$ cat src/rtl/snn_pkg.sv
// Shared definitions for the spiking-neuron datapath: spike width, saturation
// ceiling, scan FSM states and the default synaptic weight.
// Pure declarations; no timing or flow control.
package snn_pkg;
  localparam int SPIKE_W = 32;
  localparam logic [SPIKE_W-1:0] SPIKE_MAX = 32'hFFFF_FFFF;
  localparam logic [SPIKE_W-1:0] DEFAULT_W = 32'd900000000;

  typedef enum logic [1:0] {IDLE, SCAN, EMIT} syn_state_t;

  // Index width for an N-entry table; a single entry still needs one bit.
  function automatic int addr_w(input int n);
    return (n > 1) ? $clog2(n) : 1;
  endfunction
endpackage

$ cat src/rtl/syn_weight_rf.sv
// Per-synapse weight register file: one write port, one combinational read port.
// Latency: writes visible the cycle after the strobe; reads are same-cycle.
// Backpressure: none; out-of-range write addresses are dropped.
module syn_weight_rf #(
  parameter int N_IN = 8,
  parameter int AW = 3,
  parameter logic [31:0] DEFAULT_W = 32'd900000000
) (
  input  logic          i_clk,
  input  logic          i_rst,
  input  logic          i_wr_en,
  input  logic [AW-1:0] i_wr_addr,
  input  logic [31:0]   i_wr_data,
  input  logic [AW-1:0] i_rd_addr,
  output logic [31:0]   o_rd_data
);
  import snn_pkg::*;

  logic [SPIKE_W-1:0] r_w [N_IN];

  always_ff @(posedge i_clk or negedge i_rst) begin
    if (!i_rst) begin
      for (int k = 0; k < N_IN; k++) r_w[k] <= DEFAULT_W;
    end else begin
      for (int k = 0; k < N_IN; k++) begin
        if (i_wr_en && i_wr_addr == AW'(k)) r_w[k] <= i_wr_data;
      end
    end
  end

  assign o_rd_data = r_w[i_rd_addr];
endmodule

$ cat src/rtl/synapse_integrator.sv
// Latches presynaptic spikes per window and serially sums their weights, saturating.
// Latency: one-cycle pulse N_IN+1 cycles after the window's terminal count.
// Backpressure: none; the downstream neuron consumes every pulse unconditionally.
module synapse_integrator #(
  parameter int N_IN = 8,
  parameter int WINDOW_CYC = 1000,
  parameter logic [31:0] DEFAULT_W = 32'd900000000,
  localparam int AW = snn_pkg::addr_w(N_IN)
) (
  input  logic            i_clk,
  input  logic            i_rst,
  input  logic [N_IN-1:0] i_pre_spike,
  input  logic            i_wr_en,
  input  logic [AW-1:0]   i_wr_addr,
  input  logic [31:0]     i_wr_data,
  output logic [31:0]     o_spike,
  output logic            o_valid,
  output logic            o_sat
);
  import snn_pkg::*;

  localparam int CW = $clog2(WINDOW_CYC);
  localparam logic [CW-1:0] LAST_CNT = CW'(WINDOW_CYC - 1);
  localparam logic [AW-1:0] LAST_IDX = AW'(N_IN - 1);

  generate
    if (WINDOW_CYC <= N_IN + 2) begin : g_bad_window
      $fatal(1, "synapse_integrator: WINDOW_CYC must exceed N_IN+2");
    end
  endgenerate

  logic [CW-1:0]      r_cnt;
  logic [N_IN-1:0]    r_pend;
  logic [N_IN-1:0]    r_snap;
  syn_state_t         r_state;
  logic [AW-1:0]      r_idx;
  logic [SPIKE_W-1:0] r_acc;
  logic               r_sat_acc;
  logic [SPIKE_W-1:0] r_spike;
  logic               r_valid;
  logic               r_sat;

  logic               w_term;
  logic [SPIKE_W-1:0] w_rd_w;
  logic [SPIKE_W:0]   w_sum;

  assign w_term = (r_cnt == LAST_CNT);
  assign w_sum  = {1'b0, r_acc} + {1'b0, w_rd_w};

  syn_weight_rf #(
    .N_IN      (N_IN),
    .AW        (AW),
    .DEFAULT_W (DEFAULT_W)
  ) u_weight_rf (
    .i_clk     (i_clk),
    .i_rst     (i_rst),
    .i_wr_en   (i_wr_en),
    .i_wr_addr (i_wr_addr),
    .i_wr_data (i_wr_data),
    .i_rd_addr (r_idx),
    .o_rd_data (w_rd_w)
  );

  // Clearing pending on the terminal cycle makes the next cycle's spikes
  // belong to the following window.
  always_ff @(posedge i_clk or negedge i_rst) begin
    if (!i_rst) begin
      r_cnt  <= '0;
      r_pend <= '0;
    end else begin
      r_cnt  <= w_term ? '0 : r_cnt + CW'(1);
      r_pend <= w_term ? '0 : (r_pend | i_pre_spike);
    end
  end

  always_ff @(posedge i_clk or negedge i_rst) begin
    if (!i_rst) begin
      r_state   <= IDLE;
      r_snap    <= '0;
      r_idx     <= '0;
      r_acc     <= '0;
      r_sat_acc <= 1'b0;
      r_spike   <= '0;
      r_valid   <= 1'b0;
      r_sat     <= 1'b0;
    end else begin
      r_spike <= '0;
      r_valid <= 1'b0;
      r_sat   <= 1'b0;
      case (r_state)
        IDLE: begin
          if (w_term) begin
            r_snap    <= r_pend | i_pre_spike;
            r_acc     <= '0;
            r_sat_acc <= 1'b0;
            r_idx     <= '0;
            r_state   <= SCAN;
          end
        end
        SCAN: begin
          if (r_snap[r_idx]) begin
            if (w_sum[SPIKE_W]) begin
              r_acc     <= SPIKE_MAX;
              r_sat_acc <= 1'b1;
            end else begin
              r_acc <= w_sum[SPIKE_W-1:0];
            end
          end
          if (r_idx == LAST_IDX) r_state <= EMIT;
          else                   r_idx   <= r_idx + AW'(1);
        end
        EMIT: begin
          if (r_acc != '0) begin
            r_spike <= r_acc;
            r_valid <= 1'b1;
            r_sat   <= r_sat_acc;
          end
          r_state <= IDLE;
        end
        default: r_state <= IDLE;
      endcase
    end
  end

  assign o_spike = r_spike;
  assign o_valid = r_valid;
  assign o_sat   = r_sat;
endmodule

$ cat config.mk
export PLATFORM = sky130hd
export DESIGN_NAME = synapse_integrator
export DESIGN_NICKNAME = d
export VERILOG_FILES = /design/src/rtl/snn_pkg.sv /design/src/rtl/syn_weight_rf.sv /design/src/rtl/synapse_integrator.sv
export SDC_FILE = /design/constraint.sdc
export NUM_CORES = 1
export LEC_CHECK = 0
export ABC_AREA = 0
export CORE_MARGIN = 4
export CORE_UTILIZATION = 59
export CTS_CLUSTER_DIAMETER = 40
export DETAILED_ROUTE_END_ITERATION = 8
export GPL_TIMING_DRIVEN = 0
export PLACE_DENSITY = 0.78
export RECOVER_POWER = 25
export SLEW_MARGIN = 25
export SYNTH_ARGS = -nofsm -noshare
export SYNTH_HDL_FRONTEND = slang
export SYNTH_SLANG_ARGS = --single-unit
export TNS_END_PERCENT = 30
$ cat constraint.sdc
create_clock -name i_clk -period 4.77 [get_ports i_clk]
set_input_delay 0.477 -clock i_clk [delete_from_list [all_inputs] [get_ports i_clk]]
set_output_delay 0.477 -clock i_clk [all_outputs]
set_load 0.01 [all_outputs]
After elaboration in Yosys (flattened, before gate mapping). Index checks and enable logic that the tools add are counted.

Register bits after elaboration: 354. Word-level logic and storage cells: 85.

Add/sub/neg operators: 3. Magnitude comparators: 2. Eq/ne operators: 16. Mux-type cells: 27. Bitwise logic cells: 2. Reductions and logical operators: 17.

Operator list (count): $mux 32 (7); $bmux 32 s3 (1); $pmux 32 s2 (1); $add 32x32->33 (1); $reduce_bool 32->1 (1); $eq 3x3->1 const B (5); $add 10x1->10 const B (1); $eq 10x10->1 const B (1); $mux 10 (1); $ne 2x2->1 const B (5); $logic_and 1x1->1 (8); $mux 1 (8); $mux 8 (1); $or 8x8->8 (1); $eq 3x2->1 const B (2); $mux 3 (2); $pmux 3 s2 (1); $reduce_and 3->1 (2); $ge 4x4->1 const B (1); $lt 3x4->1 const B (1); $mux 2 (2); $not 3->4 (1); $pmux 2 s2 (1); $reduce_and 2->1 (2); other kinds (10) (10).

Longest topological paths before layout. Gate-level depths: netlist of the first run.

Depth in word-level cells: 8. Depth in mapped cells: 15.

Cells and area by module. From an unflattened synthesis of the first run, not the netlist that was laid out.

Cells, all modules: 1261. Area total of the unflattened synthesis: 17354.1 µm².

By module, submodules not included: syn_weight_rf (times used 1, cells each 665, area each 11760.0 µm²); synapse_integrator (times used 1, cells each 596, area each 5594.1 µm²).

Worst setup path after synthesis of the first run. Ideal clock, no wire load.

Kind: register -> register. From: reg r_idx[0]. To: reg r_acc[31]. Arrival: 3.819 ns. Data required time: 4.683 ns. Setup slack: 0.864 ns. Cell stages (with the launch flop): 15. Path buffers: 3. Period minus slack after synthesis: 3.906 ns. Cells stage by stage: dfrtp_1 buf_2 buf_2 buf_2 mux4_2 mux2_2 ha_1 or4_4 a2111oi_4 nor2_2 nor2_1 a31oi_1 a21oi_2 mux2_1 o211ai_1.

Cells in the longest elaborated chain, start to end: 8. Elaborated cells between the ends (all ways): 12. Those cells by class: add/sub (1); eq/ne (1); mux (8); bitwise (1); reduce/logical (1).

RTL lines: from (decl) (RTL line synapse_integrator.sv:36) `logic [AW-1:0] r_idx;`; from (signal assigned) (RTL line synapse_integrator.sv:110) `else r_idx <= r_idx + AW'(1);`; $not 3->4 (not written as such) (RTL line syn_weight_rf.sv:31) `assign o_rd_data = r_w[i_rd_addr];`; $bmux 32 s3 (RTL line syn_weight_rf.sv:31); $mux 32 (not written as such) (2 in a row) (RTL line syn_weight_rf.sv:31); $add 32x32->33 (RTL line synapse_integrator.sv:48) `assign w_sum = {1'b0, r_acc} + {1'b0, w_rd_w};`; $mux 32 (RTL line synapse_integrator.sv:102) `if (w_sum[SPIKE_W]) begin`; $mux 32 (RTL line synapse_integrator.sv:101) `if (r_snap[r_idx]) begin`; $pmux 32 s2 (RTL line synapse_integrator.sv:90) `case (r_state)`; to (signal assigned) (RTL line synapse_integrator.sv:106) `r_acc <= w_sum[SPIKE_W-1:0];`; to (decl) (RTL line synapse_integrator.sv:37) `logic [SPIKE_W-1:0] r_acc;`.

Several ways; a longest one is shown, not always the timed one. The select of a mux whose other input is x is not followed. A chain may end at the register's enable or synchronous reset.

Final worst setup path of the first run.
From: reg r_idx[1]. To: reg r_acc[28].

Same word-level chain as after synthesis.

==> flow_summary.toml, run 1 <==
[hold_path]
hold_path.startpoint = "r_pend[0]"
min_delay_path_depth = 2
worst_hold_path.endpoint = "r_pend[0]"
worstHoldPathType = "reg2reg"

[global_routing]
globalRoute.totalOverflow = 0
globalRoute.busiestLayer = "met2"
grt_start_max_net_pins = 89
initial_antenna_violation_count = 0
grt_pass1_wl_mm = 62.6
grt_util_met2_pct = 41.2
global_route.usage.total_pct = 25.6
groute.layer.met1.usage_pct = 36.3
use_met3_pct = 3.92
number_of_global_route_vias_before_repair = 11328

[die]
floorplan.die_area_um2 = 31500
std_cell_rows = 61
die_w_um = 177
io_pins = 80
fp.dieH_um = 177
start_util_pct = 60.4
floorplan.core_area_um2 = 28000

[timing]
final_critical_path_setup_slack_ns = 0.215
timing_hold_violations_final = 0
setup_violations = 0
finalWorstPathRequiredPeriod_ns = 4.56
finalMaxSlewViolations = 59
rsz0062_at_grt = "false"
timing.clock.skew_ns = 0.0145
finalCritPeriodShare_pct = 95.5
achievable-frequency_ghz = 0.220
slew_headroom_pct = -125
tightestPinTransition_ns = 3.38
final.setup.tns_ns = 0

[finish]
final_cell_area_um2 = 19900
mostFrequentLayoutCell = "mux2_2"
non_filler_instance_count_after_layout = 1776
antenna_cells_inserted = 0
num-nets-final = 1444
layout-drive-gt1-share_pct = 40.8
synthToLayoutAreaGrowth_pct = 17.7
most-common-layout-cells = "mux2_2, dfrtp_1, dfstp_2, clkdlybuf4s50_1, mux4_2"

[setup_path]
critical_path.endpoint_type = "flip-flop"
critical_path_required_ns = 5.17
timing.critical_path.fanout_max = 10
criticalPathCategory = "reg2reg"
worstReg2RegEnd = "r_acc[28]"
reg2reg_from = "r_idx[1]"
rr_worst_depth = 14
worstPathArrival_ns = 4.95
worst_setup_path_start_kind = "flip-flop"
ff2ff_setup_slack_ns = 0.21

[job]
max-cap-violations = 1

[placed_design]
place_inst = 1692
port_buffers = 76
place.detailed.hpwl_mm = 26.7
place.gp.congestion = 0.939
place_worst_setup_slack_ns = -0.207
post_dp_cell_area_um2 = 18300

[logic_synthesis]
synthesis.yosys.warnings = 0
synthDominantAreaCellType = "dfrtp_1"
synth.lib_cells_used.distinct = 63
number_of_synthesized_register_bits = 354
synth.cell_area_um2 = 16900
synthesis.instances = 1234
post_synth_main_area_contributors = "dfrtp_1, mux2_2, dfstp_2, mux4_2, ha_1"
dominant_synthesized_flop_cell = "dfrtp_1"
synth_edf_count = 0
synth.top_cell.area_share_pct = 38.2
ffs_w_async_s_r_synth_pct = 100
syn_area_per_cell_um2 = 13.7
synth_fp_nets = 1316
synth.yosys.seq_area_share_pct = 53.1

[drt]
drt_iter0_drc = 615
wirelength_mm = 39.2
routed-via-count = 10786
viasPerCell = 6.07
drc_errors = 0
post_drt_wl_per_cell_um = 22.1
drtAntennaViolNets = 0
drt_first_pass_iters = 5

[cts]
clk_pin_slew_ns = 0.06
clock_insertion_delay_worst_skew_ns = 0.53
clock_sinks = 354
clockBufferDepth = 3
root_buf_cell = "clkbuf_16"
postCtsSetupRepairBufs = 0
cts-buffers-inserted = 45
cts_tree = "built"
cts_htree_levels = 2

[power_and_ir_drop]
pwr_density_cell_nw_per_um2 = 430
worst_ir_drop_vdd_mv = 0.285
static-leakage-power_nw = 8.33

[run_status]
violations_in_the_final_reports = "capacitance limit, slew limit"
outcome = "finished, violations left"
-- cell usage after synthesis, types with 3 or more instances --
| cell | n |
|---|---|
| o21ai_0 | 35 |
| a31oi_1 | 21 |
| nand4_1 | 6 |
| a21oi_1 | 61 |
| nand4b_1 | 3 |
| nand2b_1 | 6 |
| nand2_1 | 47 |
| clkbuf_1 | 47 |
| nor3_1 | 6 |
| xor2_1 | 15 |
| nor2_2 | 3 |
| nand3b_1 | 3 |
| dfrtp_1 | 258 |
| a21o_1 | 11 |
| mux2_2 | 289 |
| o211ai_1 | 5 |
| nor3b_1 | 4 |
| inv_1 | 10 |
| nor2b_1 | 5 |
| dfstp_2 | 96 |
| buf_1 | 8 |
| and2_1 | 39 |
| mux4_2 | 66 |
| xnor2_1 | 18 |
| nand3_1 | 20 |
| buf_2 | 12 |
| and3_1 | 8 |
| nor4_1 | 10 |
| nor2_1 | 45 |
| ha_1 | 35 |
-- what timing repair did --
item                                   CTS  global route
endpoints found under the hold margin   29             0
resized for setup                        4            13
hold buffers                             1             0
setup endpoints to repair               33            33
-- power by group --
group	switching, W	internal [W]
clock	0.00132	0.00223
sequential	0.000235	0.00361
combinational	0.000480	0.000690
-- area by class of cell --
class,count,area (um^2)
Sequential cell,354,8980
Fill cell,1884,8090
Multi-Input combinational cell,800,7640
Clock buffer,57,1260
Timing Repair Buffer,81,875
Tap cell,378,473
Clock inverter,26,340
Buffer,70,314
Inverter,10,37.5
-- flip-flops by register name, summed over array words and instances, names as in the netlist --
register / flops
o_sat: 1
o_spike: 32
o_valid: 1
r_acc: 32
r_cnt: 10
r_idx: 3
r_pend: 8
r_sat_acc: 1
r_snap: 8
r_state: 2
u_weight_rf.r_w: 256
-- cells by family (layout without fill, tap and decap cells) --
logic type	count (synthesis)	in the layout	share of synthesized area [%]
xor gates and xnor gates	33	33	1.71
adders and majority gates	36	36	2.71
buffers and inverters	80	244	1.95
DFF	354	354	53.1
muxes	358	358	28.2
and+or+nand+nor	211	211	6.41
AOI/OAI and AO/OA	162	162	5.96
-- critical path: stages, from the launching register on --
cell and delay (ns):
dfrtp_1 0.55, clkbuf_2 0.35, clkbuf_2 0.47, mux4_2 0.37
mux2_2 0.29, ha_1 0.26, clkbuf_1 0.18, nand2_1 0.17
o2111ai_1 0.15, a221oi_1 0.41, nand3_2 0.22, o311ai_2 0.33
nand2_1 0.23, nand2_1 0.27, o311ai_1 0.14
-- metal layers --
metal	part of all wire, %	wire length (um)
met1	44	17200
met3	5.4	2130
met2	48	18700
met4	3.0	1190
met5	0	0
-- through the flow --
stage          hold slack (ns)  power (W)  util, %
6_report                 0.486    0.00856     71.1
5_1_grt                  0.504    0.00892     71.1
4_1_cts                  0.484    0.00861     71.1
3_5_place_dp             0.445    0.00504     65.3
3_3_place_gp             0.450    0.00497     64.8
2_1_floorplan            0.181    0.00467        -
-- how the worst max path moves through the flow --
| stage | start | to | slack [ns] | depth (start not counted) |
|---|---|---|---|---|
| 3_3_place_gp | i_rst | u_weight_rf.r_w[137] | -11.61 | 1 |
| 4_1_cts | r_idx[0] | r_acc[21] | 0.02 | 13 |
| 6_report | r_idx[1] | r_acc[28] | 0.21 | 14 |
| 5_1_grt | r_idx[1] | r_acc[28] | 0.009 | 13 |
| 2_1_floorplan | r_idx[0] | r_acc[31] | 0.86 | 14 |
| 3_5_place_dp | r_idx[1] | r_acc[21] | -0.21 | 14 |
No activity file was read; power rests on OpenSTA's default activity.
==> inputs of run 2 (changes only) <==
--- a/config.mk
+++ b/config.mk
@@ -13,6 +13,7 @@
 export GPL_TIMING_DRIVEN = 0
 export PLACE_DENSITY = 0.78
 export RECOVER_POWER = 25
+export SKIP_LAST_GASP = 1
 export SLEW_MARGIN = 25
 export SYNTH_ARGS = -nofsm -noshare
 export SYNTH_HDL_FRONTEND = slang
==> results of run 2 <==
Final layout, timing and power as in run 1 (identical DEF).
==> inputs of run 3 (changes only) <==
--- a/config.mk
+++ b/config.mk
@@ -10,7 +10,6 @@
 export CORE_UTILIZATION = 59
 export CTS_CLUSTER_DIAMETER = 40
 export DETAILED_ROUTE_END_ITERATION = 8
-export GPL_TIMING_DRIVEN = 0
 export PLACE_DENSITY = 0.78
 export RECOVER_POWER = 25
 export SKIP_LAST_GASP = 1
==> run 3 against run 2 <==
The flow still finishes with violations (capacitance limit, slew limit); fmax grew 6.6%; worst setup slack gained 0.28 ns; register-to-register slack gained 0.28 ns; global-route usage shrank 1.2 points; clock-buffer cell count is the same; final cell count shrank 2.4%; clock skew shrank 0.0019 ns; first-iteration DRC count grew 1.3%; critical path type unchanged; critical endpoint is now r_acc[31]; largest cell class unchanged; highest routed layer unchanged.
==> flow_summary.toml, run 3 (synthesized netlist as in run 1, its figures left out) <==
[die]
floorplan.die_area_um2 = 31500
die_w_um = 177
std_cell_rows = 61
start_util_pct = 60.4
floorplan.core_area_um2 = 28000
fp.dieH_um = 177
io_pins = 80

[drt]
drc_errors = 0
drt_first_pass_iters = 5
drtAntennaViolNets = 0
wirelength_mm = 37.5
viasPerCell = 6.11
drt_iter0_drc = 623
routed-via-count = 10603
post_drt_wl_per_cell_um = 21.6

[global_routing]
number_of_global_route_vias_before_repair = 10959
grt_pass1_wl_mm = 60.4
groute.layer.met1.usage_pct = 36.2
initial_antenna_violation_count = 0
globalRoute.totalOverflow = 0
grt_start_max_net_pins = 132
global_route.usage.total_pct = 24.3
grt_util_met2_pct = 38.6
use_met3_pct = 3.75
globalRoute.busiestLayer = "met2"

[timing]
tightestPinTransition_ns = 3.38
slew_headroom_pct = -125
timing.clock.skew_ns = 0.0126
finalMaxSlewViolations = 69
setup_violations = 0
finalWorstPathRequiredPeriod_ns = 4.27
finalCritPeriodShare_pct = 89.6
rsz0062_at_grt = "false"
timing_hold_violations_final = 0
achievable-frequency_ghz = 0.234
final.setup.tns_ns = 0

[placed_design]
post_dp_cell_area_um2 = 18200
port_buffers = 79
place.gp.congestion = 0.906
place.detailed.hpwl_mm = 23.5

[cts]
hold_bufs_inserted_after_cts = 0
cts_tree = "built"
postCtsSetupRepairBufs = 0
clk_pin_slew_ns = 0.06
clock_insertion_delay_worst_skew_ns = 0.54
root_buf_cell = "clkbuf_16"
clock_sinks = 354
clockBufferDepth = 3
cts-buffers-inserted = 47
cts-resized-gates = 0
cts_htree_levels = 2

[power_and_ir_drop]
pwr_density_cell_nw_per_um2 = 433
static-leakage-power_nw = 8.31
worst_ir_drop_vdd_mv = 0.301

[setup_path]
critical_path.endpoint_type = "flip-flop"
ff2ff_setup_slack_ns = 0.50
critical_path.most_common_cell = "a21oi_1"
crit_path_leading_delay_family = "compound AO/OA/AOI/OAI gates"
worstPathArrival_ns = 4.71
worst_path_max_delay_cell = "dfrtp_4"
cpPeakStageDelay_ns = 0.81
criticalPathCategory = "reg2reg"
critical_path_required_ns = 5.21
worst_setup_path_start_kind = "flip-flop"
critical_path.cell_chain = "buf_12 > mux4_2 > mux2_2 > ha_1 > a21o_1 > a21oi_1 > a21oi_1 > a21boi_1 > a31oi_1 > a21oi_2 > mux2_1 > o211ai_1"
critical_path.n_buffers_inverters = 1
timing.critical_path.fanout_max = 28

[finish]
final_cell_area_um2 = 19800
antenna_cells_inserted = 0
num-nets-final = 1401
multiInputGateArea_um2 = 7640
most-common-layout-cells = "mux2_2, dfrtp_1, dfstp_2, clkdlybuf4s50_1, mux4_2"
synthToLayoutAreaGrowth_pct = 17.2
final.fill_count = 1879
mostFrequentLayoutCell = "mux2_2"
max_flop_register = "u_weight_rf.r_w"
largest_register_ffs = 256
sequential_cell_area_um2 = 8980
layout-drive-gt1-share_pct = 42.7

[run_status]
violations_in_the_final_reports = "capacitance limit, slew limit"
outcome = "finished, violations left"

[job]
max-cap-violations = 1

[hold_path]
worstHoldPathType = "reg2reg"
[run 3: changes by cell type in the layout (fill, tap and decap cells not counted), sizes merged]
| cell | delta |
|---|---|
| clkbuf | -52 |
| bufinv | -2 |
| clkdlybuf4s25 | +1 |
| clkdlybuf4s50 | +4 |
| clkinv | +5 |
| dlygate4sd3 | -1 |
| buf | +3 |
[run 3: worst paths after layout]
path | from | endpoint | cells after the start
max | r_idx[0] | r_acc[31] | 12
min | r_cnt[0] | r_cnt[0] | 1
max reg2reg | r_idx[0] | r_acc[31] | 12
min reg2reg | r_cnt[0] | r_cnt[0] | 1
max in group asynchronous | i_rst | r_idx[1] | 2
min in group asynchronous | i_rst | r_cnt[5] | 2
[run 3: metrics by stage]
step	hold WS, ns	instances	setup WS, ns	total power (W)	util (%)
final	0.476	1734	0.498	0.00859	70.8
after global routing	0.511	1734	0.157	0.00894	70.8
after CTS	0.0973	1732	0.505	0.00864	70.7
after global placement	0.459	1646	0.570	0.00497	64.9
after floorplan	0.181	1234	0.864	0.00467	-
after detailed placement	0.464	1646	0.533	0.00505	64.9
[run 3: layer usage]
| layer | wire length [um] | vias to the layer above | part of all wire [%] |
|---|---|---|---|
| met5 | 0 | - | 0 |
| met4 | 745 | 0 | 2.0 |
| met3 | 1950 | 58 | 5.2 |
| met2 | 18000 | 295 | 48 |
| met1 | 16800 | 5498 | 45 |
| li1 | - | 4752 | - |
[run 3: area by class of cell]
cell class	instances	area share, %
multi-input cells	800	38.5
clock buffers	57	6.74
well taps	378	2.38
repair buffers	106	5.36
clock inverters	29	1.53
flip-flops and latches	354	45.3
inverters	10	0.189
[run 3: report_power, final]
part | switching, W | internal (W) | total [W]
Sequential | 0.000240 | 0.00361 | 0.00385
Combinational | 0.000473 | 0.000691 | 0.00116
Clock | 0.00134 | 0.00223 | 0.00357
[run 3: worst reg2reg max path: stages, from the launching register on]
cell and delay (ns):
dfrtp_4 0.81, buf_12 0.28, mux4_2 0.54, mux2_2 0.28, ha_1 0.34, a21o_1 0.18, a21oi_1 0.21, a21oi_1 0.13
a21boi_1 0.45, a31oi_1 0.21, a21oi_2 0.22, mux2_1 0.35, o211ai_1 0.18
